**src/rtl/proc_pkg.sv**
```systemverilog
// Shared definitions for the parametrised multi-cycle core: opcodes, FSM states
// and instruction field placement.
package proc_pkg;

  localparam logic [3:0] OP_ADD  = 4'h0;
  localparam logic [3:0] OP_SUB  = 4'h1;
  localparam logic [3:0] OP_AND  = 4'h2;
  localparam logic [3:0] OP_OR   = 4'h3;
  localparam logic [3:0] OP_XOR  = 4'h4;
  localparam logic [3:0] OP_SLT  = 4'h5;
  localparam logic [3:0] OP_MVI  = 4'h7;
  localparam logic [3:0] OP_MV   = 4'h8;
  localparam logic [3:0] OP_MVNZ = 4'h9;
  localparam logic [3:0] OP_ST   = 4'hA;
  localparam logic [3:0] OP_LD   = 4'hB;

  typedef enum logic [3:0] {
    S_IDLE, S_FETCH, S_FWAIT, S_DECODE, S_EX_G, S_WB,
    S_IMM, S_IWAIT, S_MEM, S_MWAIT, S_RETIRE
  } state_t;

  function automatic int rx_lsb();
    return 4;
  endfunction

  function automatic int ry_lsb(input int rw);
    return 4 + rw;
  endfunction

  function automatic logic is_alu(input logic [3:0] op);
    return op <= OP_SLT;
  endfunction

endpackage

```
**src/rtl/proc_regfile.sv**
```systemverilog
// NREG x DATA_W register file; the top register is the PC, which also has an
// increment port. A write to the PC wins over a simultaneous increment.
module proc_regfile
  import proc_pkg::*;
#(
  parameter int                DATA_W   = 16,
  parameter int                NREG     = 8,
  parameter logic [DATA_W-1:0] RESET_PC = '0,
  localparam int               RW       = $clog2(NREG)
) (
  input  logic              clock,
  input  logic              resetN,
  input  logic              i_we,
  input  logic [RW-1:0]     i_waddr,
  input  logic [DATA_W-1:0] i_wdata,
  input  logic              i_pc_inc,
  input  logic [RW-1:0]     i_raddr_x,
  input  logic [RW-1:0]     i_raddr_y,
  output logic [DATA_W-1:0] o_rdata_x,
  output logic [DATA_W-1:0] o_rdata_y,
  output logic [DATA_W-1:0] o_pc
);

  logic [NREG-1:0][DATA_W-1:0] w_regs;

  genvar gi;
  generate
    for (gi = 0; gi < NREG; gi++) begin : g_reg
      logic [DATA_W-1:0] r_q;
      if (gi == NREG - 1) begin : g_pc
        always_ff @(posedge clock or negedge resetN) begin
          if (!resetN)                                 r_q <= RESET_PC;
          else if (i_we && i_waddr == RW'(gi))         r_q <= i_wdata;
          else if (i_pc_inc)                           r_q <= r_q + 1'b1;
        end
      end else begin : g_gpr
        always_ff @(posedge clock or negedge resetN) begin
          if (!resetN)                                 r_q <= '0;
          else if (i_we && i_waddr == RW'(gi))         r_q <= i_wdata;
        end
      end
      assign w_regs[gi] = r_q;
    end
  endgenerate

  assign o_rdata_x = w_regs[i_raddr_x];
  assign o_rdata_y = w_regs[i_raddr_y];
  assign o_pc      = w_regs[NREG-1];

endmodule

```
**src/rtl/proc_core_param.sv**
```systemverilog
// Multi-cycle processor core with a req/ready memory handshake. One instruction
// at a time; done pulses for one cycle in RETIRE.
module proc_core_param
  import proc_pkg::*;
#(
  parameter int                DATA_W   = 16,
  parameter int                NREG     = 8,
  parameter logic [DATA_W-1:0] RESET_PC = '0
) (
  input  logic              clock,
  input  logic              resetN,
  input  logic              run,
  input  logic [DATA_W-1:0] DIN,
  input  logic              mem_ready,
  output logic              mem_req,
  output logic              W,
  output logic [DATA_W-1:0] ADDR,
  output logic [DATA_W-1:0] DOUT,
  output logic              done
);

  localparam int RW     = $clog2(NREG);
  localparam int RX_LSB = rx_lsb();
  localparam int RY_LSB = ry_lsb(RW);
  localparam int IRW    = RY_LSB + RW;

  state_t            r_state, w_state_next;
  logic [IRW-1:0]    r_ir, w_ir_next;
  logic [DATA_W-1:0] r_a, w_a_next, r_g, w_g_next;
  logic [DATA_W-1:0] r_addr, w_addr_next, r_dout, w_dout_next;
  logic              r_w, w_w_next, r_req, w_req_next, r_done, w_done_next;

  logic [3:0]        w_op;
  logic [RW-1:0]     w_rx, w_ry;
  logic [DATA_W-1:0] w_rx_val, w_ry_val, w_pc, w_alu, w_rf_wdata;
  logic              w_rf_we, w_pc_inc, w_xfer;

  assign w_op   = r_ir[3:0];
  assign w_rx   = r_ir[RX_LSB +: RW];
  assign w_ry   = r_ir[RY_LSB +: RW];
  assign w_xfer = r_req & mem_ready;

  proc_regfile #(.DATA_W(DATA_W), .NREG(NREG), .RESET_PC(RESET_PC)) u_regfile (
    .clock     (clock),
    .resetN    (resetN),
    .i_we      (w_rf_we),
    .i_waddr   (w_rx),
    .i_wdata   (w_rf_wdata),
    .i_pc_inc  (w_pc_inc),
    .i_raddr_x (w_rx),
    .i_raddr_y (w_ry),
    .o_rdata_x (w_rx_val),
    .o_rdata_y (w_ry_val),
    .o_pc      (w_pc)
  );

  always_comb begin
    w_alu = '0;
    case (w_op)
      OP_ADD:  w_alu = r_a + w_ry_val;
      OP_SUB:  w_alu = r_a - w_ry_val;
      OP_AND:  w_alu = r_a & w_ry_val;
      OP_OR:   w_alu = r_a | w_ry_val;
      OP_XOR:  w_alu = r_a ^ w_ry_val;
      OP_SLT:  w_alu = DATA_W'($signed(r_a) < $signed(w_ry_val));
      default: w_alu = '0;
    endcase
  end

  always_ff @(posedge clock or negedge resetN) begin
    if (!resetN) r_state <= S_IDLE;
    else         r_state <= w_state_next;
  end

  always_comb begin
    w_state_next = r_state;
    w_ir_next    = r_ir;
    w_a_next     = r_a;
    w_g_next     = r_g;
    w_addr_next  = r_addr;
    w_dout_next  = r_dout;
    w_w_next     = r_w;
    w_req_next   = r_req;
    w_rf_we      = 1'b0;
    w_rf_wdata   = w_ry_val;
    w_pc_inc     = 1'b0;
    case (r_state)
      S_IDLE:  if (run) w_state_next = S_FETCH;
      S_FETCH: begin
        w_addr_next  = w_pc;
        w_w_next     = 1'b0;
        w_req_next   = 1'b1;
        w_state_next = S_FWAIT;
      end
      S_FWAIT: if (w_xfer) begin
        w_req_next   = 1'b0;
        w_ir_next    = DIN[IRW-1:0];
        w_pc_inc     = 1'b1;
        w_state_next = S_DECODE;
      end
      // The DECODE cycle already has RX on the read port, so A is captured here.
      S_DECODE: begin
        w_state_next = S_RETIRE;
        if (is_alu(w_op)) begin
          w_a_next     = w_rx_val;
          w_state_next = S_EX_G;
        end else begin
          case (w_op)
            OP_MV:        w_rf_we = 1'b1;
            OP_MVNZ:      w_rf_we = (r_g != '0);
            OP_MVI:       w_state_next = S_IMM;
            OP_ST, OP_LD: w_state_next = S_MEM;
            default:      w_state_next = S_RETIRE;
          endcase
        end
      end
      S_EX_G: begin
        w_g_next     = w_alu;
        w_state_next = S_WB;
      end
      S_WB: begin
        w_rf_we      = 1'b1;
        w_rf_wdata   = r_g;
        w_state_next = S_RETIRE;
      end
      S_IMM: begin
        w_addr_next  = w_pc;
        w_w_next     = 1'b0;
        w_req_next   = 1'b1;
        w_state_next = S_IWAIT;
      end
      S_IWAIT: if (w_xfer) begin
        w_req_next   = 1'b0;
        w_rf_we      = 1'b1;
        w_rf_wdata   = DIN;
        w_pc_inc     = 1'b1;
        w_state_next = S_RETIRE;
      end
      S_MEM: begin
        w_addr_next  = w_ry_val;
        w_w_next     = (w_op == OP_ST);
        if (w_op == OP_ST) w_dout_next = w_rx_val;
        w_req_next   = 1'b1;
        w_state_next = S_MWAIT;
      end
      S_MWAIT: if (w_xfer) begin
        w_req_next   = 1'b0;
        w_rf_we      = (w_op == OP_LD);
        w_rf_wdata   = DIN;
        w_state_next = S_RETIRE;
      end
      S_RETIRE: w_state_next = run ? S_FETCH : S_IDLE;
      default:  w_state_next = S_IDLE;
    endcase
    // RETIRE is never re-entered from itself, so this is a single-cycle pulse.
    w_done_next = (w_state_next == S_RETIRE);
  end

  always_ff @(posedge clock or negedge resetN) begin
    if (!resetN) begin
      r_ir   <= '0;
      r_a    <= '0;
      r_g    <= '0;
      r_addr <= '0;
      r_dout <= '0;
      r_w    <= 1'b0;
      r_req  <= 1'b0;
      r_done <= 1'b0;
    end else begin
      r_ir   <= w_ir_next;
      r_a    <= w_a_next;
      r_g    <= w_g_next;
      r_addr <= w_addr_next;
      r_dout <= w_dout_next;
      r_w    <= w_w_next;
      r_req  <= w_req_next;
      r_done <= w_done_next;
    end
  end

  assign mem_req = r_req;
  assign W       = r_w;
  assign ADDR    = r_addr;
  assign DOUT    = r_dout;
  assign done    = r_done;

endmodule
```
**config.mk**
```make
export PLATFORM = sky130hd
export DESIGN_NAME = proc_core_param
export DESIGN_NICKNAME = d
export VERILOG_FILES = /design/src/rtl/proc_pkg.sv /design/src/rtl/proc_regfile.sv /design/src/rtl/proc_core_param.sv
export SDC_FILE = /design/constraint.sdc
export NUM_CORES = 1
export LEC_CHECK = 0
export ABC_AREA = 1
export CORE_ASPECT_RATIO = 0.7
export CORE_MARGIN = 2
export CORE_UTILIZATION = 55
export DETAILED_ROUTE_END_ITERATION = 10
export PLACE_DENSITY = 0.73
export SETUP_SLACK_MARGIN = 0.15
export SLEW_MARGIN = 15
export SYNTH_ARGS = -nofsm -noshare
export SYNTH_HDL_FRONTEND = slang
export SYNTH_HIERARCHICAL = 1
export SYNTH_SLANG_ARGS = --single-unit
export TNS_END_PERCENT = 100
```
**constraint.sdc**
```tcl
create_clock -name clock -period 3.1 [get_ports clock]
set_input_delay 0.62 -clock clock [delete_from_list [all_inputs] [get_ports clock]]
set_output_delay 0.62 -clock clock [all_outputs]
set_load 0.05 [all_outputs]
```
* Word-level counts from Yosys, hierarchy flattened
Index checks and enable logic that the tools add are counted.
W data, S select, Z words.
** Operators by class
- Add/sub/neg operators :: 3
- Magnitude comparators :: 4
- Multiplexer cells :: 26
- Equal/unequal tests :: 29
- Bitwise logic cells :: 4
- Reductions and logical operators :: 25
** Operators with widths (number)
- $bmux W16 S3 :: 2
- $pmux W16 S6 :: 1
- $mux W16 :: 5
- $pmux W16 S2 :: 2
- $pmux W4 S10 :: 1
- $eq A4 B4 Y1 const B :: 8
- $eq A4 B3 Y1 const B :: 7
- $add A16 B1 Y16 const B :: 1
- $add A16 B16 Y16 :: 1
- $and A16 B16 Y16 :: 1
- $eq A4 B2 Y1 const B :: 4
- $lt A16 B16 Y1 :: 1
- $mux W4 :: 4
- $or A16 B16 Y16 :: 1
- $reduce_bool A16 Y1 :: 1
- $sub A16 B16 Y16 :: 1
- $xor A16 B16 Y16 :: 1
- $eq A3 B3 Y1 const B :: 4
- $eq A4 B1 Y1 const B :: 2
- $logic_and A1 B1 Y1 :: 8
- $logic_not A4 Y1 :: 2
- $lt A3 B4 Y1 const B :: 2
- $pmux W4 S2 :: 1
- $reduce_and A2 Y1 :: 4
- other kinds (12) :: 26
** Word-level totals
- Logic and storage cells :: 108
- Output and inout bits :: 35
- Input port bits :: 20
- Bits in registers :: 209

* Longest topological paths before layout
- Depth after elaboration :: 6
- Depth in mapped cells :: 23

* By module
Netlist, hierarchy kept.
** By module, submodules not included
- proc_regfile :: instances 1, seq. area each 3203.1 um^2, cells each 1049, area each 7378.3 um^2
- proc_core_param :: instances 1, seq. area each 2026.9 um^2, cells each 941, area each 6317.3 um^2

* Worst setup path before layout
OpenSTA, ideal clock, no wires.
- Path type :: register to register
- Start point :: register r_ir[7]
- End point :: register r_g[0]
- Library setup time :: 0.117 ns
- Period minus slack after synthesis :: 2.564 ns
- Cell stages (with the launch flop) :: 22
- Data required time :: 2.983 ns
- Buffers on the path :: 4
- Data arrival time :: 2.447 ns
- Path slack :: 0.536 ns
- Cells stage by stage :: dfrtp_1 -> buf_6 -> buf_6 -> buf_6 -> a21oi_1 -> o21ai_0 -> o21ai_0 -> nand2_1 -> nand2_1 -> inv_1 -> ha_1 -> buf_2 -> inv_1 -> nand2_1 -> nor4_1 -> nand2_1 -> nand2_1 -> nand2_1 -> nand3_1 -> nand2_1 -> nand2_1 -> nand2_1
** Between the ends
- Longest elaborated chain between the ends :: 4
- Elaborated cells on any way between the ends :: 9
- Classes of those cells :: 2 x add/sub; 1 x order compare; 3 x mux; 3 x bitwise
** Ends and longest elaborated chain
- start, declared :: RTL line proc_core_param.sv:28 : logic [IRW-1:0] r_ir, w_ir_next;
- start signal, assigned :: RTL line proc_core_param.sv:170 : r_ir <= w_ir_next;
- $bmux W16 S3 :: RTL line proc_regfile.sv:47 : assign o_rdata_y = w_regs[i_raddr_y];
- $mux W16 (not written as such) :: RTL line proc_regfile.sv:47
- named net w_ry_val[13] :: RTL line proc_core_param.sv:35 : logic [DATA_W-1:0] w_rx_val, w_ry_val, w_pc, w_alu, w_rf_wdata;
- $lt A16 B16 Y1 :: RTL line proc_core_param.sv:65 : OP_SLT: w_alu = DATA_W'($signed(r_a) < $signed(w_ry_val));
- $pmux W16 S6 :: RTL line proc_core_param.sv:59 : case (w_op)
- end signal, assigned :: RTL line proc_core_param.sv:172 : r_g <= w_g_next;
- end, declared :: RTL line proc_core_param.sv:29 : logic [DATA_W-1:0] r_a, w_a_next, r_g, w_g_next;
The timed path passes the listed nets, and every way through them passes these cells. The select of a mux whose other input is x is not followed.
A chain may end at the register's enable or synchronous reset.

* Worst setup path after layout
- Start point :: register r_ir[7]
- End point :: register r_g[14]
** Between the ends
- Longest elaborated chain between the ends :: 4
- Elaborated cells on any way between the ends :: 8
- Classes of those cells :: 2 x add/sub; 3 x mux; 3 x bitwise
** Ends and longest elaborated chain (RTL line)
- $bmux W16 S3 (*) :: proc_regfile.sv:47
- $mux W16 (not written as such) (*) :: proc_regfile.sv:47
- named net w_ry_val[0] :: proc_core_param.sv:35
- $sub A16 B16 Y16 / $add A16 B16 Y16 (equally long branches) :: proc_core_param.sv:61, proc_core_param.sv:60
- $pmux W16 S6 (*) :: proc_core_param.sv:59
The timed path passes the listed nets; every way through them passes the cells marked *. The select of a mux whose other input is x is not followed.

==> run_results.csv <==
group,metric,value,unit
synth,yosysSeqAreaShare,38.2,%
synth,yosysWarnings,6,
clock_tree,clkSlewWorstSetupHoldPaths,0.07,ns
final_layout,nFillCells,2265,
worst_setup_path,cp_max_fo,11,
flow_run,cap_violations,0,
worst_setup_path,startpoint_type,"register",
timing,tightest_slew,0.753,ns
synth,synth-main-ff-cell,"dfrtp_1",
power_and_ir_drop,pwr-share-clk,13.9,%
clock_tree,clock-root-buffer,"clkbuf_16",
drt,vias,14000,
worst_setup_path,r2r-start,"r_ir[7]",
power_and_ir_drop,powerDensity,1260,nW/um^2
power_and_ir_drop,internal_power,9.40,mW
power_and_ir_drop,ir_worst_vdd,953,uV
drt,vias_per_cell,5.89,
floorplanning,core-area,24600,sq um
placement,port-buffer-count,54,
drt,wl_per_cell,20.0,um
clock_tree,cts_sinks,209,
worst_setup_path,rr_worst_depth,18,
clock_tree,clock_latency,0.54,ns
global_route,grt_pass1_vias,12600,
timing,clock_skew,0.0271,ns
power_and_ir_drop,netSwitchingPower,10.5,mW
floorplanning,start_util,55.8,%
final_layout,syn_to_final_growth,15.1,%
floorplanning,io_pins,55,
timing,setup-violations-final,0,
power_and_ir_drop,leakage,7.32,nW
timing,finalWorstSetupSlack,0.294,ns
global_route,grt_usage,36.0,%
global_route,grt_max_degree,80,
outcome,status,"finished clean",
timing,post-route-min-period,2.81,ns
synth,synth-edff-count,0,
synth,ys_ff_latch,209,
drt,routed_wl,47400,um
synth,synthTopCellsByCount,"nand2_1, o21ai_0, inv_1",
worst_setup_path,r2r_slack,0.29,ns
synth,avgSynthCellArea,6.88,sq um
drt,drc,0,
clock_tree,cts-htree-levels,1,
placement,hpwl,34300,um
timing,hold_viol,0,
floorplanning,die-width,193,um
synth,synth_nets,2064,
synth,synthCells,1990,
clock_tree,cts_tree,"built",
synth,async_flop_share,100,%
final_layout,drive_gt1_share,9.15,%
floorplanning,dieHeight,136,um
synth,synth_cell_types,42,
drt,antenna_left,0,
worst_setup_path,crit_arrival,3.22,ns
hold_path,worstHoldPathType,"in -> async",
synth,syn_area,13700,sq um
timing,slew_headroom,49.7,%
worst_setup_path,cp-end-kind,"register",
drt,drtIter0Drc,1675,
power_and_ir_drop,swShare,52.7,%
clock_tree,cts_buffers,23,
power_and_ir_drop,power_frac_comb,62.4,%
power_and_ir_drop,p_seq_share,23.7,%
timing,rsz0062_at_grt,"yes",
final_layout,nets,2103,
worst_setup_path,critPathKind,"reg -> reg",
synth,netlist.area_leader.share,38.2,%
timing,finalMaxSlewViolations,0,
timing,tns,0,ns
final_layout,diodes,0,
placement,gp_congestion,0.983,
placement,dp_slack,0.0798,ns
timing,max_freq,0.356,GHz
global_route,grt-ovfl-total,0,
floorplanning,die_area,26200,sq um
worst_setup_path,r2r-end,"r_g[14]",
global_route,antenna_found_initial,2,
synth,yosysTopAreaCell,"dfrtp_1",
timing,finalCritPeriodShare,90.5,%
drt,drt_first_pass_iters,7,
floorplanning,fp-row-count,48,
worst_setup_path,required,3.51,ns
synth,synth_area_leaders,"dfrtp_1, nand2_1, o21ai_0",
synth,yosysMostFrequentCell,"nand2_1",
clock_tree,clockBufferDepth,3,
global_route,grt_first_pass_wirelength,72000,um
## cell usage in the layout (no fill, tap or decap), types with 3 or more instances in the layout
master / n
xor2_1: 7
dfrtp_1: 205
o2111ai_1: 3
and2_1: 4
inv_1: 218
clkbuf_8: 5
nand2_2: 20
ha_1: 38
nand4_1: 8
o21ai_1: 60
a21oi_2: 5
buf_12: 9
nor4_1: 3
clkdlybuf4s50_1: 53
nor2_4: 5
nor2_2: 12
nor3_2: 4
o21ai_0: 310
o211ai_1: 12
clkbuf_1: 5
a31oi_1: 16
nand3_2: 5
nand3_1: 86
dfrtp_2: 4
inv_2: 9
o221ai_1: 10
nor3_1: 6
ha_4: 14
buf_4: 51
nor2_1: 124
clkbuf_16: 23
a21oi_1: 99
o22ai_1: 22
o21bai_1: 3
nand2_1: 559
## critical path, cell delays in order (launching register included)
cell and delay [ns]:
dfrtp_2 0.45, inv_2 0.11, buf_8 0.15, buf_4 0.13, nor2_1 0.04, o21ai_0 0.16
nand2_1 0.08, nand2_2 0.12, ha_1 0.17, inv_1 0.09, fa_2 0.40, nand3_1 0.11
nand3_2 0.14, nand2_1 0.13, nand4_1 0.08, nand3_1 0.09, nand3_1 0.09, nand2_1 0.08
nand2_1 0.05
## logic make-up after synthesis
| family | share of synthesized area, % |
|---|---|
| flops | 38.2 |
| buf+inv | 10.3 |
| simple gates | 25.0 |
| fa+ha+maj | 5.04 |
| compound gates | 21.0 |
| xor+xnor | 0.448 |
## state kept, by name (all words and copies together), names as in the netlist
| signal | cells |
|---|---|
| u_regfile/g.r_q | 112 |
| ADDR | 16 |
| DOUT | 16 |
| r_a | 16 |
| r_g | 16 |
| u_regfile/o_pc | 16 |
| r_ir | 10 |
| r_state | 4 |
| W | 1 |
| done | 1 |
| mem_req | 1 |
## routing by layer
metal | vias up | global-route usage [%] | routed length (um)
li1 | 6558 | - | -
met1 | 6577 | 54.5 | 21700
met2 | 733 | 51.5 | 19800
met3 | 86 | 7.85 | 4730
met4 | 0 | 9.84 | 1240
met5 | - | 0 | 0
## layout make-up
cell class | instances | area [sq um] | area share (%)
Clock inverter | 7 | 73.8 | 0.468
Sequential cell | 209 | 5240 | 33.2
Clock buffer | 33 | 663 | 4.21
Inverter | 230 | 868 | 5.51
Timing Repair Buffer | 116 | 1130 | 7.16
Tap cell | 325 | 407 | 2.58
Multi-Input combinational cell | 1449 | 7380 | 46.8
## worst max path at each step
stage                     cells after the start      end    start
after detailed placement                     18   r_g[0]  r_ir[7]
after global placement                       18   r_g[0]  r_ir[7]
after CTS                                    18   r_g[0]  r_ir[7]
after floorplan                              21   r_g[0]  r_ir[7]
final                                        18  r_g[14]  r_ir[7]
after global routing                         17   r_g[0]  r_ir[7]
## timing repair
item                                   4_1_cts  5_1_grt
hold buffers                                 0        0
buffers inserted                             0        2
resized for setup                            8       70
pin swaps                                    0        5
setup endpoints to repair                    7       13
cloned                                       0        0
endpoints found under the hold margin        0        0
## metrics by stage
stage	util, %	std cells	cell area [sq um]	hold slack, ns	power [mW]
after CTS	62.8	2367	15400	0.0581	18.7
after global routing	64.2	2369	15800	0.0707	21.3
after global placement	59.7	2327	14700	0.467	15.8
after floorplan	-	1990	13700	0.324	12.0
after detailed placement	59.7	2327	14700	0.474	15.9
final	64.2	2369	15800	0.0311	19.9
## power by group through the flow
| stage | logic [mW] | registers (mW) | clock network, mW |
|---|---|---|---|
| after floorplan | 7.07 | 4.95 | 0 |
| after global placement | 11.1 | 4.68 | 0 |
| after detailed placement | 11.2 | 4.69 | 0 |
| after CTS | 11.3 | 4.67 | 2.78 |
| after global routing | 13.6 | 4.83 | 2.91 |
| final | 12.4 | 4.71 | 2.75 |
(Power assumes the default switching activity.)
